`src/rtl/apb_master_arbiter.sv`:
```
// -----------------------------------------------------------------------------
// apb_master_arbiter
//
// Purpose
//   Shares one APB master port between NUM_REQ requesters. A round-robin
//   arbiter picks one pending request while the bus is idle and captures its
//   payload. The transfer then runs as a standard SETUP/ACCESS APB cycle.
//   The result is returned as a one-cycle response pulse to the owner.
//   A watchdog aborts an ACCESS phase that waits too long for b_pready.
//
// Ports
//   b_pclk, b_prst_n       clock, asynchronous active-low reset
//   req_valid/req_ready    per-requester request and one-hot accept pulse
//   req_write/addr/wdata/  per-requester payload, packed with requester i at
//   req_prot/req_strb      [i*W +: W]
//   rsp_valid              one-hot completion pulse
//   rsp_rdata, rsp_err     read data (held until next completion) and error
//   b_psel .. b_pstrb      APB master outputs (all registered)
//   b_prdata, b_pready,    APB slave responses
//   b_pslverr
// -----------------------------------------------------------------------------
module apb_master_arbiter #(
    parameter int unsigned NUM_REQ     = 4,
    parameter int unsigned ADDR_WD     = 32,
    parameter int unsigned DATA_WD     = 32,
    parameter int unsigned STRB_WD     = 4,
    parameter int unsigned PROT_WD     = 3,
    parameter int unsigned TIMEOUT_CYC = 255
) (
    input  logic                       b_pclk,
    input  logic                       b_prst_n,
    // requester side
    input  logic [NUM_REQ-1:0]         req_valid,
    output logic [NUM_REQ-1:0]         req_ready,
    input  logic [NUM_REQ-1:0]         req_write,
    input  logic [NUM_REQ*ADDR_WD-1:0] req_addr,
    input  logic [NUM_REQ*DATA_WD-1:0] req_wdata,
    input  logic [NUM_REQ*PROT_WD-1:0] req_prot,
    input  logic [NUM_REQ*STRB_WD-1:0] req_strb,
    output logic [NUM_REQ-1:0]         rsp_valid,
    output logic [DATA_WD-1:0]         rsp_rdata,
    output logic                       rsp_err,
    // APB side
    output logic                       b_psel,
    output logic                       b_penable,
    output logic                       b_pwrite,
    output logic [ADDR_WD-1:0]         b_paddr,
    output logic [DATA_WD-1:0]         b_pwdata,
    output logic [PROT_WD-1:0]         b_pprot,
    output logic [STRB_WD-1:0]         b_pstrb,
    input  logic [DATA_WD-1:0]         b_prdata,
    input  logic                       b_pready,
    input  logic                       b_pslverr
);

    localparam int unsigned GntW = (NUM_REQ > 1) ? $clog2(NUM_REQ) : 1;
    localparam int unsigned TmoW = (TIMEOUT_CYC > 1) ? $clog2(TIMEOUT_CYC + 1) : 1;

    localparam logic [GntW-1:0] GntLast = GntW'(NUM_REQ - 1);
    // Abort fires on the ACCESS cycle in which the count would reach TIMEOUT_CYC.
    localparam logic [TmoW-1:0] TmoLast = TmoW'(TIMEOUT_CYC - 1);

    typedef enum logic [1:0] {
        StIdle   = 2'd0,
        StSetup  = 2'd1,
        StAccess = 2'd2
    } state_e;

    state_e                state_q, state_d;
    // Doubles as last_grant: it stays valid after the transfer ends.
    logic [GntW-1:0]       grant_q, grant_d;
    logic [TmoW-1:0]       tmo_q, tmo_d;

    logic                  psel_q, psel_d;
    logic                  penable_q, penable_d;
    logic                  pwrite_q, pwrite_d;
    logic [ADDR_WD-1:0]    paddr_q, paddr_d;
    logic [DATA_WD-1:0]    pwdata_q, pwdata_d;
    logic [PROT_WD-1:0]    pprot_q, pprot_d;
    logic [STRB_WD-1:0]    pstrb_q, pstrb_d;

    logic [NUM_REQ-1:0]    req_ready_q, req_ready_d;
    logic [NUM_REQ-1:0]    rsp_valid_q, rsp_valid_d;
    logic [DATA_WD-1:0]    rsp_rdata_q, rsp_rdata_d;
    logic                  rsp_err_q, rsp_err_d;

    // -------------------------------------------------------------------------
    // Round-robin winner: first valid requester after the last grant.
    // -------------------------------------------------------------------------
    logic                  win_found;
    logic [GntW-1:0]       win_idx;
    logic [GntW-1:0]       cand;

    always_comb begin
        win_found = 1'b0;
        win_idx   = '0;
        cand      = '0;
        for (int unsigned k = 1; k <= NUM_REQ; k++) begin
            cand = GntW'((32'(grant_q) + k) % NUM_REQ);
            if (!win_found && req_valid[cand]) begin
                win_found = 1'b1;
                win_idx   = cand;
            end
        end
    end

    // -------------------------------------------------------------------------
    // Next-state and registered-output logic
    // -------------------------------------------------------------------------
    always_comb begin
        state_d     = state_q;
        grant_d     = grant_q;
        tmo_d       = tmo_q;
        psel_d      = psel_q;
        penable_d   = penable_q;
        pwrite_d    = pwrite_q;
        paddr_d     = paddr_q;
        pwdata_d    = pwdata_q;
        pprot_d     = pprot_q;
        pstrb_d     = pstrb_q;
        req_ready_d = '0;
        rsp_valid_d = '0;
        rsp_rdata_d = rsp_rdata_q;
        rsp_err_d   = 1'b0;

        case (state_q)
            StIdle: begin
                if (win_found) begin
                    state_d              = StSetup;
                    grant_d              = win_idx;
                    tmo_d                = '0;
                    req_ready_d[win_idx] = 1'b1;
                    psel_d               = 1'b1;
                    penable_d            = 1'b0;
                    pwrite_d             = req_write[win_idx];
                    paddr_d              = req_addr[win_idx*ADDR_WD +: ADDR_WD];
                    pwdata_d             = req_wdata[win_idx*DATA_WD +: DATA_WD];
                    pprot_d              = req_prot[win_idx*PROT_WD +: PROT_WD];
                    pstrb_d              = req_strb[win_idx*STRB_WD +: STRB_WD];
                end
            end

            StSetup: begin
                state_d   = StAccess;
                penable_d = 1'b1;
            end

            StAccess: begin
                // b_pready wins over a timeout landing in the same cycle.
                if (b_pready) begin
                    state_d              = StIdle;
                    psel_d               = 1'b0;
                    penable_d            = 1'b0;
                    rsp_valid_d[grant_q] = 1'b1;
                    rsp_err_d            = b_pslverr;
                    rsp_rdata_d          = pwrite_q ? '0 : b_prdata;
                end else if (tmo_q == TmoLast) begin
                    state_d              = StIdle;
                    psel_d               = 1'b0;
                    penable_d            = 1'b0;
                    rsp_valid_d[grant_q] = 1'b1;
                    rsp_err_d            = 1'b1;
                    rsp_rdata_d          = '0;
                end else begin
                    tmo_d = tmo_q + 1'b1;
                end
            end

            default: begin
                state_d   = StIdle;
                psel_d    = 1'b0;
                penable_d = 1'b0;
            end
        endcase
    end

    always_ff @(posedge b_pclk or negedge b_prst_n) begin
        if (!b_prst_n) begin
            state_q     <= StIdle;
            grant_q     <= GntLast;
            tmo_q       <= '0;
            psel_q      <= 1'b0;
            penable_q   <= 1'b0;
            pwrite_q    <= 1'b0;
            paddr_q     <= '0;
            pwdata_q    <= '0;
            pprot_q     <= '0;
            pstrb_q     <= '0;
            req_ready_q <= '0;
            rsp_valid_q <= '0;
            rsp_rdata_q <= '0;
            rsp_err_q   <= 1'b0;
        end else begin
            state_q     <= state_d;
            grant_q     <= grant_d;
            tmo_q       <= tmo_d;
            psel_q      <= psel_d;
            penable_q   <= penable_d;
            pwrite_q    <= pwrite_d;
            paddr_q     <= paddr_d;
            pwdata_q    <= pwdata_d;
            pprot_q     <= pprot_d;
            pstrb_q     <= pstrb_d;
            req_ready_q <= req_ready_d;
            rsp_valid_q <= rsp_valid_d;
            rsp_rdata_q <= rsp_rdata_d;
            rsp_err_q   <= rsp_err_d;
        end
    end

    assign req_ready = req_ready_q;
    assign rsp_valid = rsp_valid_q;
    assign rsp_rdata = rsp_rdata_q;
    assign rsp_err   = rsp_err_q;
    assign b_psel    = psel_q;
    assign b_penable = penable_q;
    assign b_pwrite  = pwrite_q;
    assign b_paddr   = paddr_q;
    assign b_pwdata  = pwdata_q;
    assign b_pprot   = pprot_q;
    assign b_pstrb   = pstrb_q;

endmodule

```
`config.mk`:
```
export PLATFORM = sky130hd
export DESIGN_NAME = apb_master_arbiter
export DESIGN_NICKNAME = d
export VERILOG_FILES = /design/src/rtl/apb_master_arbiter.sv
export SDC_FILE = /design/constraint.sdc
export NUM_CORES = 1
export LEC_CHECK = 0
export ABC_AREA = 1
export CAP_MARGIN = 20
export CORE_AREA = 4 4 169 171
export CTS_CLUSTER_DIAMETER = 200
export CTS_CLUSTER_SIZE = 8
export DETAILED_ROUTE_END_ITERATION = 10
export DIE_AREA = 0 0 173 175
export PLACE_DENSITY = 0.65
export SYNTH_ARGS = -nofsm -noshare
export SYNTH_HDL_FRONTEND = slang
export SYNTH_SLANG_ARGS = --single-unit
```
`constraint.sdc`:
```
create_clock -name b_pclk -period 2.9 [get_ports b_pclk]
set_input_delay 0.87 -clock b_pclk [delete_from_list [all_inputs] [get_ports b_pclk]]
set_output_delay 0.87 -clock b_pclk [all_outputs]
set_load 0.01 [all_outputs]
```
==> qor.yml <==
first_pass_iters: 5
mostFrequentLayoutCells: "441 x clkdlybuf4s50_1, 341 x nand2_1, 257 x nand3_1, 222 x inv_1, 124 x dfrtp_1"
outcome: "finished clean"
async_flop_share_pct: 100.0
dieWidth_um: 173
avgSynthCellArea_um2: 6.824
syn-num-nets: 1545
worstSetupEndpointType: "flop"
start_util_pct: 30.75
power.net_switching_mw: 7.974
p_per_area_nw_per_um2: 1222
wire_per_inst_um: 16.05
post_cts_buffers: 0
clkPwrFrac_pct: 12.5
io_buffers: 442
antenna_found_initial: 1
track_usage_pct: 20.34
synth_top_area_cell: "dfrtp_1"
final_max_slew_viol_count: 0
htreeDepth: 4
clk_latency_ns: 0.43
grt_pass1_wl_mm: 49.54
worst_slew_pin_slew_ns: 0.6085
critPathRequiredTime_ns: 3.22
dp.final_hpwl_mm: 24.65
clockRootBuffer: "clkbuf_16"
p_leak_nw: 6.770
drt_wl_total_mm: 31.96
setup_violations: 0
dp.cells: 1958
ir_worst_vdd_uv: 698.7
gr-total-overflow: 0
max_cap_viol_count: 0
boundaryPins: 443
cts_inserted_buffers: 17
crit_type: "flop to flop"
cp_max_fo: 23
die_y_um: 175
clk_path_buf_depth: 2
core.rowCount: 60
synth_top_cell_area_share_pct: 37.55
ys_types: 34
seq_area_frac_synth_pct: 38.18
hold_violations: 0
postRouteAntennaNets: 0
critPathArrivalTime_ns: 2.99
synthFlopType: "dfrtp_1"
dr.first_iter.drc_count: 491
grt_max_degree: 58
post_synth_inst_count: 1211
synthTopCellsByArea: "dfrtp_1 38%, nand3_1 16%, nand2_1 15%, inv_1 10%, a32o_1 3.9%"
cts_tree: "done"
syn_to_final_growth_pct: 66.34
num_vias: 9147
hp-class: "input pin to asynchronous set/reset pin"
sw_frac_of_total_pct: 47.45
netlist_area_um2: 8264
cts.sinks: 126
grt_pass1_vias: 9087
worst_hold_slack_ns: 0.3742
post_cts_resized: 0
final_common_cell: "clkdlybuf4s50_1"
via_per_inst: 4.594
rsz0062_at_grt: "no"
drc_errors: 0
period_share_pct: 92.06
worst_slack_ns: 0.2304
clock_skew_ns: 0.01792
yosysWarnings: 0
ctsHoldBuffers: 0
achievable-frequency_mhz: 374.6
pwr-share-seq_pct: 18.6
synth_edf_count: 0
fin_crit_ns: 2.670
power_mw: 16.80
cp-start-kind: "flop"
synth.ff_latch_count: 126
p_int_mw: 8.830
clkSlewWorstSetupHoldPaths_ns: 0.07
p_comb_share_pct: 68.9
slew_headroom_pct: 59.39
dp_slack_ns: -0.1191
fp.dieArea_um2: 30280
nets: 1970
drive_gt1_share_pct: 7.702
fin_cells: 1991
place_congestion: 0.9726
core_um2: 26880
==> metrics by stage <==
stage,TNS [ns],util [%],area (µm²)
floorplan,0,-,8264
global placement,-0.3727,49.03,13180
detailed placement,-0.6377,49.03,13180
CTS,0,51.13,13740
global route,0,51.15,13750
finish,0,51.15,13750
==> state kept, by name (all words and copies together) (netlist names), 3 cells and up <==
| register | flops |
|---|---|
| rsp_valid | 4 |
| req_ready | 4 |
| b_paddr | 32 |
| b_pprot | 3 |
| b_pwdata | 32 |
| b_pstrb | 4 |
| rsp_rdata | 32 |
| tmo_q | 8 |
==> metal layers <==
metal  routed length, µm  part of all wire [%]  track usage [%]  vias up
met2               16000                    50            35.93      321
met3                2545                   8.0            6.988       35
met4                 595                   1.9            5.321        0
met5                   0                     0                0        -
li1                    -                     -                -     4597
met1               12820                    40            23.66     4194
==> worst max-delay path: stages (launching register included) <==
cell,delay [ns]
dfstp_2,0.60
inv_1,0.14
ha_1,0.34
inv_1,0.09
nand3_1,0.10
nand2_2,0.09
o21ai_4,0.23
buf_4,0.32
buf_12,0.20
nand3_1,0.09
nand3_1,0.09
nand2_1,0.11
nand2_1,0.09
nand2_1,0.05
==> final timing paths <==
kind	startpoint	endpoint	slack, ns	depth (start not counted)
min reg2reg	b_pwdata[0]	b_pwdata[0]	0.48	2
min in group b_pclk	b_pwdata[0]	b_pwdata[0]	0.48	2
max in group asynchronous	b_prst_n	grant_q[1]	1.82	2
max	grant_q[1]	b_paddr[16]	0.23	13
min	b_prst_n	b_paddr[22]	0.37	1
max reg2reg	grant_q[1]	b_paddr[16]	0.23	13
==> power by group through the flow <==
stage / clock network [mW] / registers (mW) / logic, mW
floorplan: 0 / 3.42 / 6.96
global placement: 0 / 3.13 / 11.6
detailed placement: 0 / 3.14 / 11.7
CTS: 2.15 / 3.13 / 11.7
global route: 2.23 / 3.23 / 12.9
finish: 2.10 / 3.13 / 11.6
==> Yosys cell counts, types with 3 or more instances <==
library cell    n
nand4_1         5
buf_2          35
clkbuf_1       15
buf_6           4
nor2_1         26
a32o_1         32
buf_1           4
dfrtp_1       124
o21ai_0         5
nand3_1       257
buf_4          13
inv_1         222
a21oi_1         3
nor3_1          4
nand2_1       341
nand2_2         8
ha_1            6
or2_2          36
or2_1           7
xor2_1          3
inv_2           3
or2_0          43
==> logic make-up (layout without fill, tap and decap cells) <==
family | count (synthesis) | after routing | synth area share (%)
buf+inv | 300 | 738 | 15.17
fa+ha+maj | 6 | 6 | 0.9084
other cells | 0 | 1 | 0
flops | 126 | 126 | 38.18
xor+xnor | 4 | 4 | 0.4240
simple gates | 732 | 732 | 40.59
compound gates | 43 | 43 | 4.724
==> area by class of cell <==
| type | instances | area (µm²) |
|---|---|---|
| Antenna cell | 1 | 2.502 |
| Clock buffer | 17 | 425.4 |
| Clock inverter | 15 | 138.9 |
| Fill cell | 2665 | 13130 |
| Inverter | 227 | 854.6 |
| Multi-Input combinational cell | 785 | 3874 |
| Sequential cell | 126 | 3156 |
| Tap cell | 341 | 426.7 |
| Timing Repair Buffer | 479 | 4870 |
No activity file was read; power rests on OpenSTA's default activity.
